File: src/rtl/uart_tx_arbiter.sv
// Round-robin scheduler sharing one string framer among NUM_REQ requesters; launch 3 cycles after an idle request.
// Requesters are held off per slot (req_ready low) until their frame completes or is rejected.
module uart_tx_arbiter #(
    parameter int NUM_REQ        = 4,
    parameter int MAX_BYTES      = 32,
    parameter int TIMEOUT_CYCLES = 2_000_000
) (
    input  logic                            sys_clk,
    input  logic                            sys_rst_n,
    input  logic [NUM_REQ-1:0]              req_valid,
    output logic [NUM_REQ-1:0]              req_ready,
    input  logic [NUM_REQ*8*MAX_BYTES-1:0]  req_string,
    input  logic [NUM_REQ*8-1:0]            req_length,
    output logic [NUM_REQ-1:0]              req_done,
    output logic [NUM_REQ-1:0]              req_err,
    output logic [8*MAX_BYTES-1:0]          fr_string,
    output logic [7:0]                      fr_length,
    output logic                            fr_req,
    input  logic                            fr_busy,
    input  logic                            fr_done,
    output logic                            busy,
    output logic [2:0]                      grant_id
);

    localparam int STR_W = 8 * MAX_BYTES;
    localparam int IDX_W = (NUM_REQ > 1) ? $clog2(NUM_REQ) : 1;
    localparam int CNT_W = $clog2(TIMEOUT_CYCLES + 1);

    localparam logic [IDX_W:0]   NREQ_W   = (IDX_W + 1)'(NUM_REQ);
    localparam logic [IDX_W-1:0] LAST_IDX = IDX_W'(NUM_REQ - 1);
    localparam logic [7:0]       LEN_MAX  = 8'(MAX_BYTES);
    localparam logic [CNT_W-1:0] TMO_LAST = CNT_W'(TIMEOUT_CYCLES - 1);

    typedef enum logic [2:0] {
        S_IDLE,
        S_ARB,
        S_LAUNCH,
        S_WAIT_DONE,
        S_RELEASE
    } state_t;

    state_t             state;
    logic [NUM_REQ-1:0] pending;
    logic [STR_W-1:0]   slot_str [NUM_REQ];
    logic [7:0]         slot_len [NUM_REQ];
    logic [IDX_W-1:0]   ptr;
    logic [IDX_W-1:0]   gnt;
    logic [CNT_W-1:0]   tmo_cnt;

    logic [IDX_W-1:0]   arb_idx;
    logic               arb_hit;
    logic [IDX_W:0]     arb_sum;

    assign req_ready = ~pending;
    assign busy      = (state != S_IDLE);
    assign grant_id  = 3'(gnt);

    // First pending slot at or after ptr, wrapping modulo NUM_REQ.
    always_comb begin
        arb_idx = ptr;
        arb_hit = 1'b0;
        arb_sum = '0;
        for (int k = 0; k < NUM_REQ; k++) begin
            arb_sum = {1'b0, ptr} + (IDX_W + 1)'(k);
            if (arb_sum >= NREQ_W) begin
                arb_sum = arb_sum - NREQ_W;
            end
            if (!arb_hit && pending[arb_sum[IDX_W-1:0]]) begin
                arb_hit = 1'b1;
                arb_idx = arb_sum[IDX_W-1:0];
            end
        end
    end

    always_ff @(posedge sys_clk or negedge sys_rst_n) begin
        if (!sys_rst_n) begin
            state     <= S_IDLE;
            pending   <= '0;
            ptr       <= '0;
            gnt       <= '0;
            tmo_cnt   <= '0;
            req_done  <= '0;
            req_err   <= '0;
            fr_req    <= 1'b0;
            fr_string <= '0;
            fr_length <= '0;
            for (int i = 0; i < NUM_REQ; i++) begin
                slot_str[i] <= '0;
                slot_len[i] <= '0;
            end
        end else begin
            req_done <= '0;
            req_err  <= '0;
            fr_req   <= 1'b0;

            for (int i = 0; i < NUM_REQ; i++) begin
                if (req_valid[i] && !pending[i]) begin
                    pending[i]  <= 1'b1;
                    slot_str[i] <= req_string[i*STR_W +: STR_W];
                    slot_len[i] <= req_length[i*8 +: 8];
                end
            end

            case (state)
                S_IDLE: begin
                    if ((|pending) && !fr_busy) begin
                        state <= S_ARB;
                    end
                end
                S_ARB: begin
                    if (!arb_hit) begin
                        state <= S_IDLE;
                    end else begin
                        // Framer inputs are held from here until the next ARB.
                        gnt       <= arb_idx;
                        fr_string <= slot_str[arb_idx];
                        fr_length <= slot_len[arb_idx];
                        if (slot_len[arb_idx] > LEN_MAX) begin
                            req_err[arb_idx] <= 1'b1;
                            state            <= S_RELEASE;
                        end else begin
                            fr_req <= 1'b1;
                            state  <= S_LAUNCH;
                        end
                    end
                end
                S_LAUNCH: begin
                    tmo_cnt <= '0;
                    state   <= S_WAIT_DONE;
                end
                S_WAIT_DONE: begin
                    tmo_cnt <= tmo_cnt + CNT_W'(1);
                    if (fr_done) begin
                        req_done[gnt] <= 1'b1;
                        state         <= S_RELEASE;
                    end else if (tmo_cnt == TMO_LAST) begin
                        req_err[gnt] <= 1'b1;
                        state        <= S_RELEASE;
                    end
                end
                S_RELEASE: begin
                    pending[gnt] <= 1'b0;
                    ptr          <= (gnt == LAST_IDX) ? '0 : gnt + IDX_W'(1);
                    state        <= S_IDLE;
                end
                default: begin
                    state <= S_IDLE;
                end
            endcase
        end
    end

endmodule

File: config.mk
export PLATFORM = sky130hd
export DESIGN_NAME = uart_tx_arbiter
export DESIGN_NICKNAME = d
export VERILOG_FILES = /design/src/rtl/uart_tx_arbiter.sv
export SDC_FILE = /design/constraint.sdc
export NUM_CORES = 2
export LEC_CHECK = 0
export ABC_CLOCK_PERIOD_IN_PS = 6300
export CELL_PAD_IN_SITES_DETAIL_PLACEMENT = 0
export CELL_PAD_IN_SITES_GLOBAL_PLACEMENT = 1
export CORE_AREA = 3 3 521 523
export DETAILED_ROUTE_END_ITERATION = 8
export DIE_AREA = 0 0 524 526
export GPL_ROUTABILITY_DRIVEN = 0
export HOLD_SLACK_MARGIN = 0.08
export PLACE_DENSITY = 0.47
export REMOVE_ABC_BUFFERS = 1
export SLEW_MARGIN = 0
export SYNTH_ARGS = -nofsm -noshare
export SYNTH_HDL_FRONTEND = slang
export SYNTH_SLANG_ARGS = --single-unit
export TNS_END_PERCENT = 50
File: constraint.sdc
create_clock -name sys_clk -period 6.3 [get_ports sys_clk]
set_input_delay 0.945 -clock sys_clk [delete_from_list [all_inputs] [get_ports sys_clk]]
set_output_delay 0.945 -clock sys_clk [all_outputs]
set_load 0.01 [all_outputs]
==> impl_metrics.csv <==
group,metric,value,unit
setup_path,critical_path_required,6.99,ns
cts,h-tree-depth,4,
placement,portBuffers,1343,
placement,placed_cell_area,74100,sq um
finish,stdcell_count,9541,
power_and_ir_drop,ir_drop,0.560,mV
grt,grt_pass1_wl,365000,microns
grt,grt_start_max_net_pins,166,
finish,num-fill-cells,27400,
cts,cts_tree,"yes",
grt,grt_pass1_vias,44300,
routing,postRouteAntennaNets,0,
finish,most-common-layout-cells,"dfrtp_1, clkdlybuf4s50_1, mux2_2, nand2_1, o21ai_0",
die,start_util,21.1,%
routing,drc,4,
placement,placedCellCount,9163,
logic_synthesis,async_flop_share,100,%
hold_path,hp-class,"flop to flop",
die,die_area,276000,sq um
logic_synthesis,yosys_warnings,0,
logic_synthesis,avgSynthCellArea,12.5,sq um
die,fp.dieH,526,microns
cts,holdBufCountCts,1,
logic_synthesis,synth_compound_area_share,7.74,%
sta,post-route-min-period,4.07,ns
setup_path,start_kind,"flop",
setup_path,end_kind,"flop",
logic_synthesis,ys_dominant_reg_cell,"dfrtp_1",
grt,grt_use_total,18.6,%
routing,drt_wl_total,265000,microns
routing,num_vias,42700,
finish,nets,6862,
logic_synthesis,ys_ff_latch,1361,
sta,clock_skew,0.0627,ns
cts,insertion_delay,0.82,ns
logic_synthesis,ys_seq_area_share,60.4,%
logic_synthesis,synthesis.area,56400,sq um
logic_synthesis,synth-edff-count,0,
cts,clkTransAtPathRegs,0.06,ns
logic_synthesis,synthDistinctLibCells,58,
sta,fin_tns_setup,0,ns
sta,timing.final.crit_share,64.6,%
grt,overflow,0,
die,rows,190,
status,status,"complete, but fails checks",
sta,worst_pin_slew,1.29,ns
logic_synthesis,synth_top_cell_area_share,60.4,%
sta,setup_violations,0,
die,core,267000,sq um
power_and_ir_drop,power-per-cell-area,509,nW/um^2
sta,rsz0062_at_grt,"no",
logic_synthesis,synth_area_leaders,"dfrtp_1, mux2_2, nand2_1",
logic_synthesis,synth_top_area_cell,"dfrtp_1",
sta,max-slew-margin-rel,14.3,%
status,violations,"DRC",
finish,multi_input_area,21100,sq um
finish,mostFrequentLayoutCell,"dfrtp_1",
routing,first_pass_iters,9,
sta,drv_slew,0,
grt,antenna_found_initial,202,
finish,fin_area,80000,sq um
placement,dp_hpwl,185000,microns
cts,root_buffer,"clkbuf_16",
sta,timing.fmax,0.246,GHz
routing,initialDrtViolationCount,3066,
die,die_x,524,microns
finish,seq_area,34100,sq um
finish,finish.utilization,29.9,%
cts,cts_sinks,1361,
logic_synthesis,synthMuxAreaShare,21.3,%
setup_path,r2r_slack,2.23,ns
setup_path,cp_max_fo,76,
logic_synthesis,synth_simple_gate_area_share,7.78,%
finish,drive_gt1_share,24.1,%
cts,cts_buffer_depth,4,
logic_synthesis,synth_top_family_by_area,"multiplexers",
cts,cts_buffers,179,
routing,drt-vias-per-instance,4.48,
die,io_pins,1345,
logic_synthesis,yosys.area_share.adder,0.111,%
cts,cts-resized-gates,0,
setup_path,critPathKind,"flop to flop",
power_and_ir_drop,leakage,0.0335,uW
routing,avgRoutedWirePerCell,27.7,microns
run,max-cap-violations,0,
logic_synthesis,synthCells,4513,
cts,cts_setup_buffers,0,
logic_synthesis,synthXorXnorAreaFrac,0.264,%
sta,finalHoldViolCount,0,
sta,hold-worst-slack,0.476,ns
finish,syn2layout_area_growth,41.9,%
setup_path,arrival,4.76,ns
==> where the power goes <==
| part | total (uW) | internal [uW] | switching, uW |
|---|---|---|---|
| Sequential | 15600 | 12900 | 2720 |
| Combinational | 14900 | 7010 | 7880 |
| Clock | 10200 | 6140 | 4080 |
| Total | 40700 | 26000 | 14700 |
==> metrics by stage <==
step | total power, uW | setup WS [ns]
after floorplan | 24400 | -7.46
after global placement | 30800 | 2.31
after detailed placement | 31100 | 2.25
after CTS | 41600 | 2.23
after global routing | 43400 | 1.96
final | 40700 | 2.23
==> final timing paths <==
check | start | to | cells after the start
setup / recovery | pending[0] | fr_string[120] | 9
hold / removal | fr_string[204] | fr_string[204] | 2
setup reg to reg | pending[0] | fr_string[120] | 9
hold reg to reg | fr_string[204] | fr_string[204] | 2
max in group asynchronous | sys_rst_n | slot_str[920] | 4
min in group asynchronous | sys_rst_n | fr_string[84] | 2
==> critical path, stage by stage (launching register included) <==
cell	delay, ns
dfrtp_1	0.54
nor2b_2	0.25
a2111oi_0	0.86
or2_4	0.78
buf_12	0.38
buf_4	0.40
nand2_1	0.10
nand2_1	0.06
a222oi_1	0.08
o21ai_0	0.21
==> final cells by class <==
type                    count  share of cell area [%]
multi-input cells        2811                    26.3
repair buffers           1429                    18.1
flip-flops and latches   1361                    42.6
clock buffers             277                    6.64
inverters                  11                  0.0516
clock inverters            32                   0.560
well taps                3552                    5.55
diodes                     68                   0.213
==> cells in the mapped netlist, drive strengths merged (3+ instances only) <==
cell type  count
or4            3
nor3           7
and3           8
nor4           3
dfrtp       1361
clkbuf       269
buf           61
nor2          32
ha             5
nand2b         4
mux4           6
a221oi        46
a22o           8
nand3         10
o21ai        270
nand2       1022
nor2b          7
a21oi         56
a222oi       210
or2            5
inv           11
nand4          8
mux2        1055
xor2          15
==> routing by layer <==
layer,wire length (microns),GRT usage (%),vias to the layer above
met1,106000,22.3,21800
met5,1080,0,-
met4,6920,5.01,168
met3,24200,7.01,501
met2,126000,30.9,1531
li1,-,-,18800
==> state kept, by name, indices dropped and copies added, names as in the netlist <==
signal     cells
fr_req         1
fr_length      8
fr_string    256
req_err        4
pending        4
tmo_cnt       21
req_done       4
ptr            2
gnt            2
state          3
slot_len      32
slot_str    1024
==> cells by family (layout without fill, tap and decap cells) <==
logic type / Yosys count / in the layout
AOI/OAI and AO/OA: 606 / 606
adders and majority gates: 5 / 5
buffers and inverters: 341 / 1749
other: 1 / 69
DFF: 1361 / 1361
and+or+nand+nor: 1120 / 1120
xor gates and xnor gates: 17 / 17
muxes: 1062 / 1062
(Power assumes the default switching activity.)
